$ cat src/rtl/vxc_result_writer.sv
// Result write-back stage: buffers 8-lane result rows in a small FIFO and writes them to result memory.
// Optional macro VXC_WB_ZERO_PAD_EN zeroes the unused lanes of the last row of a cluster.
module vxc_result_writer #(
   parameter int element_width                   = 32,
   parameter int no_of_units                     = 8,
   parameter int number_of_equations_per_cluster = 16,
   parameter int ADDR_WIDTH                      = 8,
   parameter int BASE_ADDR                       = 0,
   parameter int FIFO_DEPTH                      = 4
) (
   input  logic                                 clk,
   input  logic                                 reset,
   input  logic                                 start,
   input  logic [element_width*no_of_units-1:0] vXc_add_8_output,
   input  logic                                 result_mem_we,
   input  logic                                 mem_ready,
   output logic                                 mem_we,
   output logic [ADDR_WIDTH-1:0]                mem_addr,
   output logic [element_width*no_of_units-1:0] mem_wdata,
   output logic                                 busy,
   output logic                                 done,
   output logic                                 overflow
);
   localparam int ROW_W = element_width * no_of_units;
   localparam int ROWS  = (number_of_equations_per_cluster + no_of_units - 1) / no_of_units;
   localparam int PTR_W = $clog2(FIFO_DEPTH);
   localparam int OCC_W = $clog2(FIFO_DEPTH + 1);
   localparam int CNT_W = $clog2(ROWS + 1);
   localparam logic [CNT_W-1:0] ROWS_C = CNT_W'(ROWS);

   typedef enum logic [1:0] {
      ST_IDLE  = 2'd0,
      ST_RUN   = 2'd1,
      ST_DRAIN = 2'd2,
      ST_DONE  = 2'd3
   } state_t;

   state_t               state_r, state_s;
   logic [ROW_W-1:0]     fifo_r [FIFO_DEPTH];
   logic [PTR_W-1:0]     rd_ptr_r, wr_ptr_r, head_s;
   logic [OCC_W-1:0]     occ_r, occ_pop_s;
   logic [CNT_W-1:0]     captured_r, written_r, captured_s, written_s;
   logic                 init_s, push_s, pop_s, ovf_s, full_s, we_s, ovf_next_s;
   logic [ADDR_WIDTH-1:0] addr_s;
   logic [ROW_W-1:0]     wdata_s;

`ifdef VXC_WB_ZERO_PAD_EN
   localparam int LAST_VALID = number_of_equations_per_cluster - (ROWS - 1) * no_of_units;

   function automatic logic [ROW_W-1:0] pad_row(input logic [ROW_W-1:0] row, input logic [CNT_W-1:0] idx);
      logic [ROW_W-1:0] res;
      res = row;
      if (idx == CNT_W'(ROWS - 1)) begin
         for (int l = 0; l < no_of_units; l++) begin
            if (l >= LAST_VALID) begin
               res[l*element_width +: element_width] = {element_width{1'b0}};
            end else begin
               res[l*element_width +: element_width] = row[l*element_width +: element_width];
            end
         end
      end else begin
         res = row;
      end
      return res;
   endfunction
`endif

   // Capture/write decisions, next state and next registered outputs.
   always_comb begin
      init_s  = 1'b0;
      push_s  = 1'b0;
      ovf_s   = 1'b0;
      state_s = state_r;
      pop_s   = mem_we & mem_ready;
      full_s  = (occ_r == OCC_W'(FIFO_DEPTH));
      // A full FIFO still accepts a row when the head leaves on the same edge.
      if ((state_r == ST_RUN) && result_mem_we) begin
         if (!full_s || pop_s) begin
            push_s = 1'b1;
         end else begin
            ovf_s = 1'b1;
         end
      end else begin
         push_s = 1'b0;
      end
      captured_s = captured_r + CNT_W'(push_s);
      written_s  = written_r + CNT_W'(pop_s);
      case (state_r)
         ST_IDLE, ST_DONE: begin
            if (start) begin
               init_s  = 1'b1;
               state_s = ST_RUN;
            end else begin
               state_s = state_r;
            end
         end
         ST_RUN: begin
            if (captured_s == ROWS_C) begin
               state_s = ST_DRAIN;
            end else begin
               state_s = ST_RUN;
            end
         end
         ST_DRAIN: begin
            if (written_s == ROWS_C) begin
               state_s = ST_DONE;
            end else begin
               state_s = ST_DRAIN;
            end
         end
         default: state_s = ST_IDLE;
      endcase
      if (init_s) begin
         captured_s = {CNT_W{1'b0}};
         written_s  = {CNT_W{1'b0}};
      end else begin
         captured_s = captured_s;
         written_s  = written_s;
      end
      // The output stage sees the FIFO as it stands after this edge's pop, ignoring this edge's push.
      occ_pop_s = occ_r - OCC_W'(pop_s);
      head_s    = rd_ptr_r + PTR_W'(pop_s);
      we_s      = (occ_pop_s != {OCC_W{1'b0}}) && ((state_s == ST_RUN) || (state_s == ST_DRAIN));
      if (we_s) begin
`ifdef VXC_WB_ZERO_PAD_EN
         wdata_s = pad_row(fifo_r[head_s], written_s);
`else
         wdata_s = fifo_r[head_s];
`endif
      end else begin
         wdata_s = mem_wdata;
      end
      addr_s     = ADDR_WIDTH'(BASE_ADDR) + ADDR_WIDTH'(written_s);
      ovf_next_s = init_s ? 1'b0 : (overflow | ovf_s);
   end

   // State, FIFO pointers, row counters and registered outputs.
   always_ff @(posedge clk or negedge reset) begin
      if (!reset) begin
         state_r    <= ST_IDLE;
         rd_ptr_r   <= {PTR_W{1'b0}};
         wr_ptr_r   <= {PTR_W{1'b0}};
         occ_r      <= {OCC_W{1'b0}};
         captured_r <= {CNT_W{1'b0}};
         written_r  <= {CNT_W{1'b0}};
         mem_we     <= 1'b0;
         mem_addr   <= ADDR_WIDTH'(BASE_ADDR);
         mem_wdata  <= {ROW_W{1'b0}};
         busy       <= 1'b0;
         done       <= 1'b0;
         overflow   <= 1'b0;
      end else begin
         state_r <= state_s;
         if (init_s) begin
            rd_ptr_r <= {PTR_W{1'b0}};
            wr_ptr_r <= {PTR_W{1'b0}};
            occ_r    <= {OCC_W{1'b0}};
         end else begin
            rd_ptr_r <= head_s;
            wr_ptr_r <= wr_ptr_r + PTR_W'(push_s);
            occ_r    <= occ_r + OCC_W'(push_s) - OCC_W'(pop_s);
         end
         captured_r <= captured_s;
         written_r  <= written_s;
         mem_we     <= we_s;
         mem_addr   <= addr_s;
         mem_wdata  <= wdata_s;
         busy       <= (state_s == ST_RUN) || (state_s == ST_DRAIN);
         done       <= (state_s == ST_DONE);
         overflow   <= ovf_next_s;
      end
   end

   // Row storage; contents are only meaningful while occupied, so no reset.
   always_ff @(posedge clk) begin
      if (push_s) begin
         fifo_r[wr_ptr_r] <= vXc_add_8_output;
      end
   end
endmodule
$ cat config.mk
export PLATFORM = sky130hd
export DESIGN_NAME = vxc_result_writer
export DESIGN_NICKNAME = d
export VERILOG_FILES = /design/src/rtl/vxc_result_writer.sv
export SDC_FILE = /design/constraint.sdc
export NUM_CORES = 1
export LEC_CHECK = 0
export CORE_UTILIZATION = 35
export CTS_CLUSTER_SIZE = 28
export DETAILED_ROUTE_END_ITERATION = 8
export SYNTH_ARGS = -nofsm -noshare
export SYNTH_HDL_FRONTEND = slang
export SYNTH_SLANG_ARGS = --single-unit
export TNS_END_PERCENT = 1
$ cat constraint.sdc
create_clock -name clk -period 22 [get_ports clk]
set_input_delay 5.5 -clock clk [delete_from_list [all_inputs] [get_ports clk]]
set_output_delay 5.5 -clock clk [all_outputs]
set_load 0.005 [all_outputs]
==> metrics.txt <==
number of cells on the critical path=14; CP delay by family, top=buffers and inverters; vias in the first global route=23,560; Pwr per Cell Area=164.9 nW/um^2; cell row count=135; Flop pwr share=34.6%; Layout Utilization=44.08%; initial antenna violation count=32; Tot GR Track Use=14.94%; time the worst path needs with I/O delays and setup=10.90 ns; CTS tree=done; Worst Max-Slew Pin Slew=1.214 ns; largest cells by area after synthesis=edfxtp_1, dfrtp_1, mux4_2, mux2_4, buf_6; final worst-path cycle share=49.54%; core area=136,300 um^2; CP Max Fanout=53; H-tree depth=4; DR WL/cell=23.33 um; worst vdd ir=220.3 uV; CP required=22.61 ns; Pre-antenna DRT Iters=5; final wirelength=104,400 um; I/O Pins=529; Post-synth EDFFs=1,024; Yosys reg bits=1,297; Initial Util=35.46%; # DRC=0; vias per inst=4.852; most used cell, CP=buf_4; chip width=373.6 um; Yosys top cell by area=edfxtp_1; largest net degree at the start of global routing=131; Critical Path Sink Type=flip-flop; Yosys warning count=0; FF-to-FF path depth=15; Switching Fraction=28.79%; Min Hold Slack=0.5053 ns; WP data arrival=11.51 ns; Hold Fails Final Rpt=0; dpl hpwl=61,970 um; hold_buf cts=0; max frequency=91.75 MHz; PostCTS Resize Cnt=0; Final #Nets=2,843; hold crit path type=flip-flop to flip-flop; max_slew headroom=19.07%; CTS Buf Count=140; clock sinks=1,297; share of layout cells above drive strength 1=28.41%; asr flop ratio synth=21.05%; Int Pwr=7.057 mW; clock network power share=23.9%; status=completed; CTS max path bufs=3; clk_skew=0.02096 ns; setup bufs post-CTS=0; CP bufs+invs=5; prevailing post-synth register cell=edfxtp_1; CP Launch Type=input port; Final TNS setup=0 ns; Combinational Power Share=41.5%; Gate Count Post-Synth=1,961; Clk Latency, worst-skew pair=0.75 ns; critical path class=input port to flip-flop; gr ovfl total=0; critical path cell sequence=clkdlybuf4s50_1, a211oi_1, a21oi_1, ha_1, xnor2_1, nor3b_1, o31a_1, ha_1, o31a_2, buf_4, buf_4, buf_4, buf_4, mux2_4; Mean Syn Cell Area=24.65 um^2; Slowest-stage cell, CP=buf_4; Psw=2.853 mW; Mapped Area=48,340 um^2; height of the die=373.6 um; vias post-DR=21,720; die area=139,600 um^2; RSZ-0062 raised after global routing=no; Pleak=20.65 nW; Area Growth Syn to Fin=24.31%; post-synthesis sequential area ratio=77.75%; cell with the most instances after synthesis=edfxtp_1; Synth cell types=30; final setup vio count=0; Slew Viols, Final=0; first-pass GRT wire length=155,700 um; clock root cell=clkbuf_16; GP Congestion=0.7765; CTS clk-pin slew, worst paths=0.06 ns; CP peak stage delay=0.97 ns; Max-cap violations=0; antenna-violating nets left=0; synth cell count leaders=edfxtp_1, dfrtp_1, mux4_2, mux2_4, buf_6; initial DRC count=1,138; I/O Buffers=522; hold path cells=1; Yosys top cell area share=63.62%
power by group through the flow:
stage                     Clock, mW  Combinational [mW]  Sequential, mW
final                          2.37                4.11            3.43
after global routing           2.53                4.38            3.48
after CTS                      2.44                4.21            3.44
after detailed placement          0                4.19            3.48
after global placement            0                4.12            3.46
after floorplan                   0                3.12            3.51
flip-flops by register name (all words and copies together) (netlist names):
| signal | count |
|---|---|
| wr_ptr_r | 2 |
| mem_wdata | 256 |
| busy | 1 |
| mem_addr | 2 |
| overflow | 1 |
| occ_r | 3 |
| done | 1 |
| fifo_r | 1024 |
| rd_ptr_r | 2 |
| mem_we | 1 |
| captured_r | 2 |
| state_r | 2 |
routing by layer:
layer | track usage (%) | share of wire (%) | wire length, um | vias to the layer above
met5 | 0 | 0.33 | 349 | -
met4 | 4.177 | 2.1 | 2215 | 54
met3 | 6.605 | 9.4 | 9856 | 193
met2 | 23.60 | 48 | 49660 | 637
met1 | 18.58 | 41 | 42350 | 11530
li1 | - | - | - | 9309
through the flow:
stage,total power [mW],std cells,area (um^2),setup slack (ns)
3_3_place_gp,7.577,4210,55360,10.45
6_report,9.910,4477,60090,11.10
5_1_grt,10.39,4472,60080,10.88
3_5_place_dp,7.666,4210,55360,10.32
2_1_floorplan,6.633,1966,48360,5.544
4_1_cts,10.08,4470,60070,11.13
final timing paths:
check,startpoint,to,slack [ns]
min in group asynchronous,reset,mem_wdata[251]$_DFFE_PN0P_,4.76
min,mem_wdata[111]$_DFFE_PN0P_,mem_wdata[111]$_DFFE_PN0P_,0.51
max,mem_ready,mem_wdata[254]$_DFFE_PN0P_,11.10
max reg2reg,state_r[1]$_DFF_PN0_,mem_wdata[254]$_DFFE_PN0P_,15.73
max in group asynchronous,reset,mem_wdata[88]$_DFFE_PN0P_,14.53
min reg2reg,mem_wdata[111]$_DFFE_PN0P_,mem_wdata[111]$_DFFE_PN0P_,0.51
cells by family (layout without fill, tap and decap cells):
family	count (synthesis)	in the layout	synth area share [%]
muxes	512	512	19.67
and+or+nand+nor	24	24	0.2770
other	1	13	0.007758
adders and majority gates	11	11	0.3003
xor gates and xnor gates	6	6	0.1087
buffers and inverters	101	824	1.758
DFF	1297	1297	77.75
AOI/OAI and AO/OA	9	9	0.1294
layout make-up:
cell class                 instances  area, um^2
clock buffer                     191        3940
multi-input combinational        568        9981
clock inverter                    69       774.5
sequential                      1297       37580
antenna                            7       17.52
tap                             1781        2228
fill                           11440       76220
inverter                           8       30.03
timing repair buffer             556        5535
layout by cell type, fill, tap and decap left out, drive strengths merged, types with 2 or more instances in the layout:
master	n
diode	7
and3b	2
xor2	4
mux4	256
ha	10
conb	6
xnor2	2
buf	35
nor2	7
clkbuf	191
dfrtp	273
and2	9
mux2	256
nand2	2
clkinvlp	4
nor3b	2
clkdlybuf4s50	521
bufinv	12
clkinv	44
inv	17
edfxtp	1024
o31a	2
o21ai	2
Power figures use the tool's default switching activity.
